`src/rtl/serial_arith_defs_pkg.sv`:
```
// Shared definitions for the serial arithmetic datapaths: FSM state
// encodings and the default operand width.
package serial_arith_defs;

    localparam int DEF_WIDTH = 8;
    localparam int DEF_CNT_W = 5;

    typedef enum logic [1:0] {
        IDLE = 2'd0,
        RUN  = 2'd1,
        DONE = 2'd2
    } state_t;

endpackage

```
`src/rtl/serial_subbit_sub_subbit.sv`:
```
// One-bit full-subtractor cell, gate-level twin of the 1-bit adder cell.
module subbit (
    input  logic a,
    input  logic b,
    input  logic bi,
    output logic d,
    output logic bo
);

    logic t, na, nt, p, q;

    xor g_x1 (t, a, b);
    xor g_x2 (d, t, bi);
    not g_n1 (na, a);
    and g_a1 (p, na, b);
    not g_n2 (nt, t);
    and g_a2 (q, nt, bi);
    or  g_o1 (bo, p, q);

endmodule

```
`src/rtl/serial_subbit_sub.sv`:
```
// Bit-serial two's-complement subtractor: diff = a - b, LSB first, one bit
// per clock, with start/done handshake and registered result flags.
module serial_subbit_sub
    import serial_arith_defs::*;
#(
    parameter int WIDTH = DEF_WIDTH,
    parameter int CNT_W = DEF_CNT_W
) (
    input  logic             clk,
    input  logic             rst,
    input  logic             start,
    input  logic [WIDTH-1:0] a,
    input  logic [WIDTH-1:0] b,
    output logic             busy,
    output logic             done,
    output logic [WIDTH-1:0] diff,
    output logic             borrow_out,
    output logic             ovf
);

    state_t           state, state_nxt;
    logic [WIDTH-1:0] sa, sb, res;
    logic [CNT_W-1:0] cnt;
    logic             br, a_msb, b_msb;
    logic             d, bo;
    logic             last, accept;

    subbit u_cell (
        .a  (sa[0]),
        .b  (sb[0]),
        .bi (br),
        .d  (d),
        .bo (bo)
    );

    assign last = (cnt == CNT_W'(WIDTH - 1));

    always_comb begin
        state_nxt = state;
        busy      = 1'b0;
        done      = 1'b0;
        accept    = 1'b0;
        case (state)
            IDLE: begin
                if (start) begin
                    accept    = 1'b1;
                    state_nxt = RUN;
                end
            end
            RUN: begin
                busy = 1'b1;
                if (last) state_nxt = DONE;
            end
            DONE: begin
                done = 1'b1;
                if (start) begin
                    accept    = 1'b1;
                    state_nxt = RUN;
                end else begin
                    state_nxt = IDLE;
                end
            end
            default: state_nxt = IDLE;
        endcase
    end

    always_ff @(posedge clk or posedge rst) begin
        if (rst) state <= IDLE;
        else     state <= state_nxt;
    end

    // Working result register is separate from diff so the published result
    // stays stable while the next operation runs.
    always_ff @(posedge clk or posedge rst) begin
        if (rst) begin
            sa         <= '0;
            sb         <= '0;
            res        <= '0;
            br         <= 1'b0;
            cnt        <= '0;
            a_msb      <= 1'b0;
            b_msb      <= 1'b0;
            diff       <= '0;
            borrow_out <= 1'b0;
            ovf        <= 1'b0;
        end else if (accept) begin
            sa    <= a;
            sb    <= b;
            br    <= 1'b0;
            cnt   <= '0;
            a_msb <= a[WIDTH-1];
            b_msb <= b[WIDTH-1];
        end else if (state == RUN) begin
            sa  <= {1'b0, sa[WIDTH-1:1]};
            sb  <= {1'b0, sb[WIDTH-1:1]};
            res <= {d, res[WIDTH-1:1]};
            br  <= bo;
            cnt <= cnt + 1'b1;
            if (last) begin
                diff       <= {d, res[WIDTH-1:1]};
                borrow_out <= bo;
                ovf        <= (a_msb ^ b_msb) & (a_msb ^ d);
            end
        end
    end

endmodule
```
`config.mk`:
```
export PLATFORM = sky130hd
export DESIGN_NAME = serial_subbit_sub
export DESIGN_NICKNAME = d
export VERILOG_FILES = /design/src/rtl/serial_arith_defs_pkg.sv /design/src/rtl/serial_subbit_sub_subbit.sv /design/src/rtl/serial_subbit_sub.sv
export SDC_FILE = /design/constraint.sdc
export NUM_CORES = 1
export LEC_CHECK = 0
export CORE_MARGIN = 2
export CORE_UTILIZATION = 35
export DETAILED_ROUTE_END_ITERATION = 7
export GPL_TIMING_DRIVEN = 1
export MAX_ROUTING_LAYER = met4
export PLACE_DENSITY = 0.65
export SLEW_MARGIN = 25
export SYNTH_ARGS = -nofsm -noshare
export SYNTH_HDL_FRONTEND = slang
export SYNTH_SLANG_ARGS = --single-unit
```
`constraint.sdc`:
```
create_clock -name clk -period 1.35 [get_ports clk]
set_input_delay 0.2025 -clock clk [delete_from_list [all_inputs] [get_ports clk]]
set_output_delay 0.2025 -clock clk [all_outputs]
set_load 0.02 [all_outputs]
```
### Word level (Yosys, flattened, before mapping)

Cells that the tools add are included.

* flip-flop bits (word level): 44
* bits of input ports: 19
* output and inout port bits: 12
* logic and storage cells: 50

* add/sub/neg operators: 1
* equality and inequality tests: 5
* mux-type cells: 16
* bitwise logic cells: 11
* reduce and logical (&&, ||, !) cells: 6

Operators by type and width (count)
* $mux 8: 4
* $mux 5: 2
* $mux 1: 7
* $pmux 2 s3: 1
* $add 5x1->5 const B: 1
* $eq 5x3->1 const B: 1
* $mux 2: 2
* $ne 2x2->1 const B: 2
* $reduce_and 2->1: 2
* $xor 1x1->1: 4
* $and 1x1->1: 3
* $not 1->1: 3
* $reduce_and 3->1: 1
* $eq 2x1->1 const B: 1
* $eq 2x2->1 const B: 1
* $logic_not 2->1: 1
* $reduce_bool 2->1: 1
* $reduce_or 2->1: 1
* $or 1x1->1: 1

### Depth between registers and ports, before layout

* depth after elaboration: 6
* depth in mapped cells: 6
* mapped depth without buffers: 5

### By module

From an unflattened synthesis, not the netlist that was laid out.

* cells, all modules: 176
* area total of the unflattened synthesis: 1878.1 sq um

Modules (own cells, without submodules)
* serial_subbit_sub: times used 1, cells an instance 172, area each 1846.8 sq um, sequential area each 1076.0 sq um
* subbit: times used 1, cells an instance 4, area each 31.3 sq um, sequential area each 0.0 sq um

### Worst setup path after synthesis

Ideal clock, no wire load.

* path kind: register to register
* from: register cnt[0]
* to: register diff[0]
* library setup time: 0.125 ns
* data arrival time: 1.351 ns
* slack: -0.126 ns
* cell stages (with the launch flop): 6
* buffers on the path: 1
* clock period less this slack: 1.476 ns
* cell sequence: dfrtp_1 ha_1 and4bb_2 nand2_2 buf_6 mux2_4

* cells in the longest elaborated chain, start to end: 2

RTL lines
* from (decl): RTL line serial_subbit_sub.sv:23 `logic [CNT_W-1:0] cnt;`
* from (signal assigned): RTL line serial_subbit_sub.sv:98 `cnt <= cnt + 1'b1;`
* $eq 5x3->1: RTL line serial_subbit_sub.sv:36 `assign last = (cnt == CNT_W'(WIDTH - 1));`
* $reduce_and 3->1 (no source line)
* to (signal assigned): RTL line serial_subbit_sub.sv:100 `diff <= {d, res[WIDTH-1:1]};`
* to (decl): RTL line serial_subbit_sub.sv:16 `output logic [WIDTH-1:0] diff,`

No other way between the ends.
A chain may end at the register's enable or synchronous reset.

### Final worst setup path

* from: register sa[0]
* to: register diff[7]

* cells in the longest elaborated chain, start to end: 2

RTL lines
* from (decl): RTL line serial_subbit_sub.sv:22 `logic [WIDTH-1:0] sa, sb, res;`
* from (signal assigned): RTL line serial_subbit_sub.sv:94 `sa <= {1'b0, sa[WIDTH-1:1]};`
* $xor 1x1->1: RTL line serial_subbit_sub_subbit.sv:12 `xor g_x1 (t, a, b);`
* $xor 1x1->1: RTL line serial_subbit_sub_subbit.sv:13 `xor g_x2 (d, t, bi);`
* named net d: RTL line serial_subbit_sub.sv:25 `logic d, bo;`

The timed path passes the listed nets, and every way through them passes these cells.

==> results.json <==
{
  "clock_sink_count": 43,
  "place_congestion": 0.732,
  "grt_max_degree": 44,
  "netlist_top_cells_count": "dfrtp_1, nand2_1, nor2_1",
  "p_int_mw": 3.78,
  "slew_viol_final": 0,
  "grt_use_total_pct": 14.1,
  "comb_power_share_pct": 46.7,
  "num_vias": 1360,
  "synth-edff-count": 0,
  "timing.rr.end": "diff[7]",
  "path_buf_inv": 2,
  "clock_network_fraction_of_design_power_pct": 15.2,
  "via_per_inst": 4.76,
  "synth_area_per_cell_um2": 11.0,
  "post-route-period-util_pct": 113,
  "crit_end": "diff[7]",
  "tritoncts": "built",
  "clock_path_buffers": 2,
  "max_freq_mhz": 656,
  "num-nets-final": 236,
  "finish.utilization_pct": 49.4,
  "crit_path_max_incr_delay_ns": 0.50,
  "slew_headroom_pct": 82.1,
  "drt-initial-drc-count": 63,
  "timing.critical_path.fanout_max": 3,
  "proportion_of_total_power_due_to_net_switching_pct": 35.4,
  "area_delta_synth_final_pct": 36.8,
  "synth_top_flop_cell": "dfrtp_1",
  "die-area_um2": 5840,
  "share_seq_of_total_power_pct": 38.0,
  "timing.critical_path.slowest_stage_cell": "fa_1",
  "y_dimension_of_the_die_um": 76.4,
  "tightest_hold_check_type": "in2async",
  "tightestPinTransition_ns": 0.268,
  "numPortBuffers": 30,
  "async_flop_share_pct": 100,
  "violated_checks": "setup timing",
  "timing.final.crit_period_ns": 1.53,
  "yosysTopAreaCellShare_pct": 58.7,
  "clock_latency_ns": 0.29,
  "yosys.area.top_type": "dfrtp_1",
  "critical_path_class": "reg2reg",
  "yosys_warnings": 0,
  "worst_setup_path_end_kind": "flop",
  "place.detailed.hpwl_um": 2470,
  "finalSetupViolations": 10,
  "yosys-top-cells-area": "dfrtp_1, nand2_1, mux2_4",
  "switching_power_mw": 2.08,
  "syn_area_um2": 1830,
  "crit_chain": "fa_1 > buf_4 > buf_6 > mux2_4",
  "grt_pass1_vias": 1309,
  "cts.hold.buffers_added": 0,
  "grt_pass1_wl_um": 6310,
  "post_drt_wl_per_cell_um": 13.1,
  "stdcell_area_um2": 2510,
  "synth_most_common_cell": "dfrtp_1",
  "crit_cells": 4,
  "cts-root-buf": "clkbuf_8",
  "number_of_antenna_violations_at_the_first_check_in_global_routing": 0,
  "starting_density_of_the_core_pct": 36.1,
  "dr.pass1.iters": 4,
  "placement.cell_area_um2": 2360,
  "pre_cts_slack_ns": -0.135,
  "ant_nets": 0,
  "ioPinCount": 31,
  "synth-seq-cells": 43,
  "crit-reg2reg-launch": "sa[0]",
  "cellLeakagePower_nw": 1.26,
  "report.power.total_mw": 5.86,
  "die_boundary_width_um": 76.4,
  "rr_worst_depth": 4,
  "drc": 0,
  "cts_made_buffers": 5,
  "startpoint_type": "flop",
  "path_delay_family": "adder cells",
  "syn-num-nets": 187,
  "final.fill_count": 484,
  "ctsHtreeMaxLevel": 2,
  "synth.distinct_cells": 29,
  "worst_clock_skew_ns": 0.00309,
  "hold_viol_final": 0,
  "cp-startpoint": "sa[0]",
  "reg2reg_setup_slack_ns": -0.18,
  "cell_area_power_density_nw_per_um2": 2340,
  "postLayoutSetupSlackWorst_ns": -0.175,
  "finalWirelength_um": 3750,
  "rows": 26,
  "synth_sequential_area_ratio_pct": 58.7,
  "worst_setup_hold_path_clk_slew_ns": 0.08,
  "rsz_0062_raised_after_global_routing": "true",
  "max-vdd-ir-drop_v": 0.000902,
  "crit_arrival_ns": 1.71,
  "run_status": "finished with violations",
  "data_required_time_at_the_worst_endpoint_ns": 1.53,
  "antenna-diode-count": 0,
  "post_synth_inst_count": 166,
  "layout-drive-gt1-share_pct": 21.8,
  "core_region_area_um2": 5070,
  "gr-total-overflow": 0,
  "cap_violations": 0
}
-- sequential cells by signal, indices dropped and copies added (netlist names) --
register and flops:
diff 8, sa 8, sb 8, res 7, cnt 5, state 2
a_msb 1, b_msb 1, borrow_out 1, br 1, ovf 1
-- per-layer routing --
layer | vias to the layer above | GRT usage, % | routed length, um | part of all wire (%)
li1 | 664 | - | - | -
met1 | 654 | 17.8 | 1680 | 45
met2 | 36 | 21.9 | 1840 | 49
met3 | 6 | 3.32 | 177 | 4.7
met4 | 0 | 6.00 | 62 | 1.7
met5 | - | - | 0 | 0
-- tightest hold or removal path, cell delays in order --
cell and delay, ns:
clkdlybuf4s50_1 0.39, inv_1 0.10, buf_12 0.25
-- what timing repair did --
item | CTS | global route
setup buffers | 1 | 3
endpoints found under the setup margin | 27 | 14
pin swaps | 0 | 2
resized for setup | 24 | 5
-- metrics by stage --
step / setup TNS (ns) / cells / hold slack [ns]
2_1_floorplan: -0.617 / 166 / 0.308
4_1_cts: -0.869 / 283 / 0.276
3_5_place_dp: -1.33 / 274 / 0.471
6_report: -1.11 / 286 / 0.276
5_1_grt: -1.65 / 286 / 0.328
3_3_place_gp: -1.10 / 274 / 0.450
-- cell type report --
type | count | area, um2 | area share, %
Clock buffer | 8 | 100 | 3.99
Multi-Input combinational cell | 107 | 689 | 27.5
Inverter | 6 | 27.5 | 1.10
Timing Repair Buffer | 52 | 528 | 21.0
Sequential cell | 43 | 1080 | 42.9
Tap cell | 70 | 87.6 | 3.49
-- worst min-delay path by stage --
stage | from | to | slack [ns] | cells after the start
final | rst | diff[0] | 0.28 | 3
after global routing | rst | res[4] | 0.33 | 3
after CTS | rst | diff[1] | 0.28 | 3
after detailed placement | cnt[4] | cnt[4] | 0.47 | 1
after global placement | cnt[4] | cnt[4] | 0.45 | 1
after floorplan | a[7] | a_msb | 0.31 | 2
-- cells by family after synthesis --
logic type / Yosys count / synth area share (%)
and+or+nand+nor: 70 / 17.3
DFF: 43 / 58.7
AOI/OAI and AO/OA: 22 / 8.19
buffers and inverters: 16 / 4.78
muxes: 12 / 8.80
adders and majority gates: 2 / 1.77
xor gates and xnor gates: 1 / 0.478
-- layout by cell type (no fill, tap or decap), types with 3 or more instances in the layout --
cell             synthesis  routed
dlygate4sd2_1            0      10
inv_1                    5       3
nor2_1                   9       9
a22oi_1                  6       6
buf_4                    0      15
nand3_1                  7       7
dfrtp_1                 43      43
nand2_1                 37      37
o22ai_1                  7       7
clkbuf_8                 0       7
a22o_1                   3       3
mux2_4                   8       9
mux2i_1                  3       3
nor3_1                   6       6
buf_12                   0       6
clkdlybuf4s50_1          0      18
-- power by group through the flow --
stage	Sequential, mW	Clock, mW	Combinational, mW
2_1_floorplan	2.33	0	1.48
3_3_place_gp	2.22	0	2.53
3_5_place_dp	2.25	0	2.60
4_1_cts	2.22	0.924	2.60
5_1_grt	2.30	0.974	3.02
6_report	2.23	0.893	2.74
Power figures use the tool's default switching activity.
